--- src/rtl/button_scan.sv ---
// Debounced button scanner: 2-flop sync, shared tick prescaler, per-button debounce.
// Optional auto-repeat when BUTTON_SCAN_REPEAT_EN is defined; otherwise REPEAT is 0.
module button_scan #(
    parameter int NUM_BUTTONS    = 4,
    parameter int ACTIVE_LOW     = 1,
    parameter int TICK_DIV       = 50000,
    parameter int DEBOUNCE_TICKS = 10,
    parameter int REPEAT_DELAY   = 500,
    parameter int REPEAT_RATE    = 100
) (
    input  logic                   OSC_50M,
    input  logic                   RST_N,
    input  logic [NUM_BUTTONS-1:0] BUTTON,
    output logic [NUM_BUTTONS-1:0] PRESSED,
    output logic [NUM_BUTTONS-1:0] PRESS,
    output logic [NUM_BUTTONS-1:0] RELEASE,
    output logic [NUM_BUTTONS-1:0] REPEAT
);

    localparam int PW = $clog2(TICK_DIV);
    localparam int DW = $clog2(DEBOUNCE_TICKS + 1);
    localparam logic [PW-1:0] PMAX = PW'(TICK_DIV - 1);
    localparam logic [DW-1:0] DLAST = DW'(DEBOUNCE_TICKS - 1);
    localparam logic [NUM_BUTTONS-1:0] IDLE =
        (ACTIVE_LOW != 0) ? '1 : '0;

    logic [NUM_BUTTONS-1:0] sync1;
    logic [NUM_BUTTONS-1:0] sync2;
    logic [NUM_BUTTONS-1:0] sample;
    logic [PW-1:0]          pcnt;
    logic                   tick;

    always_ff @(posedge OSC_50M or negedge RST_N) begin
        if (!RST_N) begin
            sync1 <= IDLE;
            sync2 <= IDLE;
        end else begin
            sync1 <= BUTTON;
            sync2 <= sync1;
        end
    end

    assign sample = (ACTIVE_LOW != 0) ? ~sync2 : sync2;

    always_ff @(posedge OSC_50M or negedge RST_N) begin
        if (!RST_N) begin
            pcnt <= '0;
        end else if (tick) begin
            pcnt <= '0;
        end else begin
            pcnt <= pcnt + PW'(1);
        end
    end

    assign tick = (pcnt == PMAX);

    for (genvar i = 0; i < NUM_BUTTONS; i++) begin : g_btn
        logic [DW-1:0] cnt;
        logic          held;
        logic          prs;
        logic          rel;
        logic          differ;
        logic          decide;

        assign differ = sample[i] ^ held;
        assign decide = tick && differ && (cnt == DLAST);

        always_ff @(posedge OSC_50M or negedge RST_N) begin
            if (!RST_N) begin
                cnt  <= '0;
                held <= 1'b0;
                prs  <= 1'b0;
                rel  <= 1'b0;
            end else begin
                prs <= 1'b0;
                rel <= 1'b0;
                if (tick) begin
                    if (!differ) begin
                        cnt <= '0;
                    end else if (decide) begin
                        cnt  <= '0;
                        held <= sample[i];
                        prs  <= sample[i];
                        rel  <= ~sample[i];
                    end else begin
                        cnt <= cnt + DW'(1);
                    end
                end
            end
        end

        assign PRESSED[i] = held;
        assign PRESS[i]   = prs;
        assign RELEASE[i] = rel;

`ifdef BUTTON_SCAN_REPEAT_EN
        localparam int RMAX = (REPEAT_DELAY > REPEAT_RATE) ?
                              REPEAT_DELAY : REPEAT_RATE;
        localparam int RW = $clog2(RMAX + 1);
        localparam logic [RW-1:0] RDLY = RW'(REPEAT_DELAY);
        localparam logic [RW-1:0] RRTE = RW'(REPEAT_RATE);

        logic [RW-1:0] rcnt;
        logic          rep;

        // A deciding tick never repeats: press loads, release clears.
        always_ff @(posedge OSC_50M or negedge RST_N) begin
            if (!RST_N) begin
                rcnt <= '0;
                rep  <= 1'b0;
            end else begin
                rep <= 1'b0;
                if (decide && !held) begin
                    rcnt <= RDLY;
                end else if (decide && held) begin
                    rcnt <= '0;
                end else if (tick && held) begin
                    if (rcnt == RW'(1)) begin
                        rep  <= 1'b1;
                        rcnt <= RRTE;
                    end else begin
                        rcnt <= rcnt - RW'(1);
                    end
                end
            end
        end

        assign REPEAT[i] = rep;
`else
        assign REPEAT[i] = 1'b0;
`endif
    end

endmodule

--- config.mk ---
export PLATFORM = sky130hd
export DESIGN_NAME = button_scan
export DESIGN_NICKNAME = d
export VERILOG_FILES = /design/src/rtl/button_scan.sv
export SDC_FILE = /design/constraint.sdc
export NUM_CORES = 1
export LEC_CHECK = 0
export CAP_MARGIN = 5
export CORE_MARGIN = 1.5
export CORE_UTILIZATION = 30
export DETAILED_ROUTE_END_ITERATION = 12
export SYNTH_ARGS = -nofsm -noshare
export SYNTH_HDL_FRONTEND = slang
export SYNTH_SLANG_ARGS = --single-unit
--- constraint.sdc ---
create_clock -name OSC_50M -period 4 [get_ports OSC_50M]
set_input_delay 1 -clock OSC_50M [delete_from_list [all_inputs] [get_ports OSC_50M]]
set_output_delay 1 -clock OSC_50M [all_outputs]
set_load 0.01 [all_outputs]
==> results of run 1 <==
per-layer routing:
layer,up-vias,GRT usage,routed length (um)
li1,790,-,-
met1,725,0.1254,1875
met2,21,0.1437,1580
met3,2,0.03008,124
met4,0,0.03030,26
met5,-,0,0
power breakdown:
part | switching [mW] | internal, mW
logic | 0.0156 | 0.00687
registers | 0.00304 | 0.533
clock network | 0.160 | 0.119
total | 0.179 | 0.658
state kept, by name, summed over array words and instances (netlist names):
register    count
g_btn.rel       4
g_btn.held      4
sync1           4
pcnt           16
g_btn.prs       4
sync2           4
g_btn.cnt      16
cell usage after synthesis (all sizes together) (5+ instances only):
| master | n |
|---|---|
| dfrtp | 44 |
| ha | 9 |
| inv | 10 |
| dfstp | 8 |
| nor2 | 18 |
| o21ai | 12 |
| nand3 | 10 |
| xnor2 | 7 |
| or2 | 5 |
| nand2 | 23 |
| nor3 | 9 |
| buf | 20 |
| a21oi | 8 |
| xor2 | 11 |
metrics by stage:
stage | hold slack [ps] | std cells | setup slack (ps)
finish | 359.6 | 341 | 1708
global route | 363.5 | 341 | 1565
CTS | 360.8 | 341 | 1697
detailed placement | 346.8 | 334 | 1808
global placement | 346.2 | 334 | 1882
floorplan | 345.2 | 235 | 2302
area by class of cell:
type | instances | area share
multi-input cells | 152 | 0.3555
inverters | 10 | 0.01398
clock inverters | 2 | 0.004660
repair buffers | 18 | 0.06431
clock buffers | 5 | 0.02563
flip-flops and latches | 52 | 0.4884
well taps | 102 | 0.04753
cells by family after synthesis:
| kind of cell | synth area share |
|---|---|
| compound gates | 0.07787 |
| xor+xnor | 0.06455 |
| fa+ha+maj | 0.04611 |
| buf+inv | 0.07684 |
| flops | 0.5369 |
| other cells | 0.001535 |
| simple gates | 0.1962 |
worst min-delay path by stage:
stage | endpoint | slack, ps | cells past startpoint
after global routing | sync2[2]$_DFF_PN1_ | 360 | 0
after detailed placement | sync2[2]$_DFF_PN1_ | 350 | 0
after CTS | sync2[2]$_DFF_PN1_ | 360 | 0
after floorplan | sync2[0]$_DFF_PN1_ | 350 | 0
final | sync2[2]$_DFF_PN1_ | 360 | 0
after global placement | sync2[1]$_DFF_PN1_ | 350 | 0
==> impl_metrics.ini, run 1 <==
[synthesis]
synth_area_leaders = dfrtp_1 (45%), dfstp_2 (8.6%), buf_4 (4.9%)
synth_top_area_frac = 0.4508
ys_seq_elements = 52
yosysSeqAreaShare = 0.5369
yosysUniqueCellTypes = 33
syn_avg_cell_area_sq_um = 10.53
netlist_area_sq_um = 2442
yosys_warnings = 0
synthArstFlopShare = 1.000
synth_top_cell_by_area = dfrtp_1
synth_edf_count = 0
postSynthCellCount = 232
synth_flop_cell = dfrtp_1

[die]
dieArea_sq_um = 8692
rows = 32
die_x_um = 93.23
core_area_sq_um = 7807
die_h_um = 93.23
ios = 22
start_util = 0.3128

[power_and_ir_drop]
p_total_mw = 0.8373
p_leak_nw = 1.158
ir_drop_uv = 120.3
p_per_area_nw_per_um2 = 311.8

[global_route]
grt_max_degree = 43
antenna_found_initial = 0
grt_pass1_wl_um = 6499
grtUsageTotal = 0.09390
grt_pass1_vias = 1443
grt_overflow = 0

[worst_setup_path]
crit_fanout = 5
crit_cells = 1
r2r_start = pcnt[0]$_DFF_PN0_
startpoint_type = register
cp.required_ps = 3000
critPathCapture = PRESSED[1]
slowest_delay_ps = 560
crit_type = reg -> out
path_delay_family = buffers and inverters
crit_chain = clkdlybuf4s50_1
reg2regPathDepth = 5
rrSetupSlack_ps = 1820
r2r_end = g_btn[0].cnt[2]$_DFFE_PN0N_
arrival_ps = 1290
cp-end-kind = primary output
crit_buf_inv = 1
slowest_stage = clkdlybuf4s50_1
cp-startpoint = g_btn[1].held$_DFFE_PN0P_

[finish]
multi_input_area_sq_um = 954.7
fillers = 790
final_util = 0.3439
areaGrowthSynthToFinish_pct = 9.939
final_cell_mix = dfrtp_1 (44), nand2_1 (23), nor2_1 (18)
final_layout_size_suffix_gt1_frac = 0.1046
area.sequential_sq_um = 1311
finish.net_count = 254
final_common_cell = dfrtp_1
antennaDiodeCount = 0
fin_area_sq_um = 2685

[clock_network]
clockBufferDepth = 2
postCtsSetupBuffers = 0
numCtsBuffers = 5
clk_latency_ps = 300
clkSinkCount = 52
ctsResizeCount = 0
root_buffer = clkbuf_8
cts_tree = yes
htreeDepth = 2
path_clk_slew_ps = 90
hold_buffers = 0

[route]
drt_iter0_drc = 86
viasPerCell = 4.510
routed_wl_um = 3607
vias = 1538
antenna_left = 0
wire_per_inst_um = 10.58
dr.pass1.iters = 4
drc = 0

[sta]
fmax_ghz = 0.4362
skew_ps = 9.750
fin_crit_sh = 0.5731
relSlewSlack = 0.3924
layout_min_cycle_time_ps = 2292
final_hold_viol_count = 0
drv_slew = 0
fin_tns_setup_ps = 0
setup_viol = 0
tightest_slew_ps = 911.4
rsz0062_at_grt = no

[placed_design]
gp_congestion = 0.7463
hpwl_um = 2466
port_buffers = 17
dpl_cell_area_sq_um = 2604

[outcome]
outcome = complete, no violations

[min_path]
hold_class = reg -> reg
min_from = sync1[2]$_DFF_PN1_

[job]
maxCapViolations = 0
Power figures use the tool's default switching activity.
==> inputs of run 2 (changes only) <==
Clock period 4 ns to 2.3 ns, I/O delays scaled along.
==> run 2 against run 1 <==
Compared with the run above:
- sequential cell count unchanged
- sequential power grew 74%
- final cell count grew 1.2%
- highest routed layer unchanged
- non-clock buffer count grew 3
- worst setup slack worse by 1300 ps
- final area increased by 2.5%
==> impl_metrics.ini, run 2 (synthesis gave the netlist of run 1 again) <==
[power_and_ir_drop]
ir_drop_uv = 227.1
p_clk_frac = 0.413
power_switching_share = 0.2004
p_leak_nw = 1.198
pwr-share-seq = 0.563
internal_power_mw = 1.323
combinationalPowerShare = 0.024
p_per_area_nw_per_um2 = 600.9
switchingPower_mw = 0.3315

[global_route]
grt_util_met1 = 0.1277
grt_overflow = 0
grt_util_met2 = 0.1552
use_met3 = 0.03333
grtUsageTotal = 0.1020
grt_max_degree = 53
grt_pass1_vias = 1504
antenna_found_initial = 0
grt_pass1_wl_um = 6858
grt.busiest_layer = met2

[worst_setup_path]
cp.required_ps = 2530
startpoint_type = register
r2r_start = pcnt[0]$_DFF_PN0_
rrSetupSlack_ps = 370
reg2regPathDepth = 5
crit_type = reg -> reg
crit_fanout = 14
cp-end-kind = register
r2r_end = g_btn[0].cnt[3]$_DFFE_PN0N_
arrival_ps = 2150

[finish]
top_regs = g_btn.cnt: 16 flops, pcnt: 16 flops
antennaDiodeCount = 0
fin_area_sq_um = 2753
final_common_cell = dfrtp_1
final_layout_size_suffix_gt1_frac = 0.1193
final_cell_mix = dfrtp_1 (44), nand2_1 (23), nor2_1 (18)
fillers = 768
areaGrowthSynthToFinish_pct = 12.70
finish.net_count = 257

[clock_network]
path_clk_slew_ps = 90
clockBufferDepth = 2
clk_latency_ps = 310
root_buffer = clkbuf_8
postCtsSetupBuffers = 0
hold_buffers = 0
ctsResizeCount = 0
numCtsBuffers = 5
htreeDepth = 2
clkSinkCount = 52
cts_tree = yes

[sta]
layout_min_cycle_time_ps = 1926
final_hold_viol_count = 0
setup_viol = 0
rsz0062_at_grt = no
skew_ps = 4.819
finalWorstSetupSlack_ps = 374.5
fmax_ghz = 0.5193
fin_crit_sh = 0.8372
drv_slew = 0
relSlewSlack = 0.5772
tightest_slew_ps = 634.2
fin_tns_setup_ps = 0

[placed_design]
dpl_worst_slack_ps = 382.6
gp_congestion = 0.7492
port_buffers = 17
hpwl_um = 2588
dpl_cell_area_sq_um = 2626

[min_path]
min_from = sync1[1]$_DFF_PN1_
min_path_cells = 0
holdPathEnd = sync2[1]$_DFF_PN1_
hold_class = reg -> reg

[die]
ios = 22
dieArea_sq_um = 8692
rows = 32
die_h_um = 93.23
start_util = 0.3128
die_x_um = 93.23
core_area_sq_um = 7807

[route]
vias = 1536
viasPerCell = 4.452
routed_wl_um = 3900
drt_iter0_drc = 48
drc = 0
antenna_left = 0
dr.pass1.iters = 4
wire_per_inst_um = 11.30

[job]
maxCapViolations = 0

[outcome]
outcome = complete, no violations
## run 2: changes by cell type in the layout (fill, tap and decap cells not counted), sizes merged
cell,before,now
clkinv,1,0
clkinvlp,1,0
bufinv,0,1
buf,2,5
clkbuf,5,7
## run 2: through the flow
stage	util	power [mW]	hold WS, ps	std cells
2_1_floorplan	-	0.9647	279.4	235
3_3_place_gp	0.3364	0.9900	346.2	337
3_5_place_dp	0.3364	0.9905	346.8	337
4_1_cts	0.3526	1.686	361.9	345
5_1_grt	0.3526	1.731	358.7	345
6_report	0.3526	1.654	356.9	345
## run 2: worst max-delay path by stage
stage | startpoint | endpoint | slack, ps | depth (start not counted)
2_1_floorplan | g_btn[3].cnt[0]$_DFFE_PN0N_ | g_btn[3].cnt[3]$_DFFE_PN0N_ | 600 | 5
3_3_place_gp | pcnt[0]$_DFF_PN0_ | g_btn[2].cnt[3]$_DFFE_PN0N_ | 450 | 5
3_5_place_dp | pcnt[0]$_DFF_PN0_ | g_btn[0].cnt[3]$_DFFE_PN0N_ | 380 | 5
4_1_cts | pcnt[0]$_DFF_PN0_ | g_btn[0].cnt[3]$_DFFE_PN0N_ | 370 | 5
5_1_grt | pcnt[0]$_DFF_PN0_ | g_btn[2].cnt[3]$_DFFE_PN0N_ | 220 | 5
6_report | pcnt[0]$_DFF_PN0_ | g_btn[0].cnt[3]$_DFFE_PN0N_ | 370 | 5
## run 2: cell type report
class,instances,area [sq um],share of cell area
clock buffers,7,96.34,0.03500
clock inverters,1,30.03,0.01091
inverters,10,37.54,0.01364
multi-input cells,152,954.7,0.3468
flip-flops and latches,52,1311,0.4764
well taps,102,127.6,0.04636
repair buffers,21,195.2,0.07091
## run 2: per-layer routing
layer / vias up / part of all wire
met3: 6 / 0.039
met5: - / 0
met4: 0 / 0.018
met1: 714 / 0.49
met2: 24 / 0.46
li1: 792 / -
## run 2: critical path, stage by stage (launching register included)
cell and delay (ps):
dfrtp_1 390, ha_1 200, and3_1 250, nand4_2 310, or4_1 590, o21ai_0 90
## run 2: power by group through the flow
stage	logic [mW]	clock network, mW	registers, mW
2_1_floorplan	0.0164	0	0.948
3_3_place_gp	0.0408	0	0.949
3_5_place_dp	0.0408	0	0.950
4_1_cts	0.0412	0.713	0.932
5_1_grt	0.0459	0.751	0.933
6_report	0.0389	0.683	0.932
==> inputs of run 3 (changes only) <==
Clock period 2.3 ns to 1.6 ns, I/O delays scaled along.
==> run 3 against run 2 <==
Compared with the run above:
- the run now ends with negative setup slack left
- clock skew rose by 4.3 ps
- critical path depth fell by 1
- wire length rose by 13%
- via count rose by 14%
- highest routed layer unchanged
- count of clock-buffer cells in the layout fell by 1
- final cell count rose by 10%
- combinational power rose by 72%
- fmax rose by 18%
- critical path type unchanged
- power rose by 30%
- register-to-register slack got worse by 400 ps
==> impl_metrics.ini, run 3 (synthesis gave the netlist of run 1 again) <==
[worst_setup_path]
crit_fanout = 8
crit_buf_inv = 0
crit_cells = 4
cp.required_ps = 1840
arrival_ps = 1860
slowest_stage = or4_1
slowest_delay_ps = 530
cp-end-kind = register
reg2regPathDepth = 4
startpoint_type = register
crit_chain = nor4_4 > nand4_4 > or4_1 > o21ai_1
path_delay_family = simple AND/OR/NAND/NOR gates
crit_type = reg -> reg

[finish]
fillers = 772
areaGrowthSynthToFinish_pct = 25.61
antennaDiodeCount = 0
top_regs = g_btn.cnt: 16 flops, pcnt: 16 flops
final_layout_size_suffix_gt1_frac = 0.2760
final_common_cell = dfrtp_1
final_cell_mix = dfrtp_1 (43), buf_4 (38), nand2_1 (23)
final_util = 0.3929
finish.net_count = 293
instances_no_fill = 381
fin_area_sq_um = 3068

[outcome]
outcome = finished, violations left
violations = negative setup slack

[clock_network]
htreeDepth = 2
cts_tree = yes
path_clk_slew_ps = 100
clockBufferDepth = 2
hold_buffers = 0
clk_latency_ps = 310
numCtsBuffers = 5
clkSinkCount = 52
root_buffer = clkbuf_8

[global_route]
antenna_found_initial = 0
grt_max_degree = 53
grt_pass1_wl_um = 7783
grtUsageTotal = 0.1119
grt_pass1_vias = 1734
grt_overflow = 0

[power_and_ir_drop]
internal_power_mw = 1.665
ir_drop_uv = 324.4
p_total_mw = 2.155
p_clk_frac = 0.347
power_switching_share = 0.2275
combinationalPowerShare = 0.031
pwr-share-seq = 0.621
p_leak_nw = 1.523
switchingPower_mw = 0.4902
p_per_area_nw_per_um2 = 702.3

[route]
vias = 1753
wire_per_inst_um = 11.57
antenna_left = 0
dr.pass1.iters = 4
drc = 0
drt_iter0_drc = 68
routed_wl_um = 4407
viasPerCell = 4.601

[placed_design]
hpwl_um = 3094
gp_congestion = 0.7859
dp.cells = 368
dpl_worst_slack_ps = -90.33
port_buffers = 17
dpl_cell_area_sq_um = 2915

[sta]
fin_crit_sh = 1.016
finalWorstSetupSlack_ps = -25.82
layout_min_cycle_time_ps = 1626
fin_tns_setup_ps = -53.07
setup_viol = 4
hold_ws_ps = 53.01
drv_slew = 0
skew_ps = 9.156
final_hold_viol_count = 0
rsz0062_at_grt = yes
fmax_ghz = 0.6151

[min_path]
hold_class = in -> async

[die]
die_h_um = 93.23
start_util = 0.3128
rows = 32
die_x_um = 93.23
dieArea_sq_um = 8692
core_area_sq_um = 7807
ios = 22

[job]
maxCapViolations = 0
-- run 3: final timing paths --
path	startpoint	to	slack [ps]
setup / recovery	pcnt[13]$_DFF_PN0_	g_btn[1].cnt[3]$_DFFE_PN0N_	-30
min in group OSC_50M	sync1[1]$_DFF_PN1_	sync2[1]$_DFF_PN1_	360
hold / removal	RST_N	g_btn[3].cnt[2]$_DFFE_PN0N_	50
hold reg to reg	sync1[1]$_DFF_PN1_	sync2[1]$_DFF_PN1_	360
setup reg to reg	pcnt[13]$_DFF_PN0_	g_btn[1].cnt[3]$_DFFE_PN0N_	-30
max in group asynchronous	RST_N	sync2[2]$_DFF_PN1_	1220
-- run 3: layout make-up --
cell class	instances	area, sq um	area share
clock buffers	6	72.57	0.02365
clock inverters	2	12.51	0.004078
inverters	10	37.54	0.01223
multi-input cells	152	1002	0.3267
flip-flops and latches	52	1313	0.4278
well taps	102	127.6	0.04160
repair buffers	57	503.0	0.1639
-- run 3: power groups by stage --
stage | sequential [mW] | clock, mW | combinational, mW
finish | 1.34 | 0.749 | 0.0669
global route | 1.34 | 0.825 | 0.0765
CTS | 1.34 | 0.782 | 0.0703
detailed placement | 1.36 | 0 | 0.0699
global placement | 1.36 | 0 | 0.0694
floorplan | 1.36 | 0 | 0.0271
-- run 3: what timing repair did --
action                     in CTS  in global routing
setup buffers                   5                  0
gates resized for setup         6                  9
cloned                          0                  0
setup endpoints to repair       8                 33
pin swaps                       2                  1
-- run 3: layer usage --
layer	global-route usage	wire length [um]	vias up
met5	0	0	-
met4	0.03409	53	0
met3	0.02764	131	7
met2	0.1908	2115	27
met1	0.1388	2107	858
li1	-	-	861
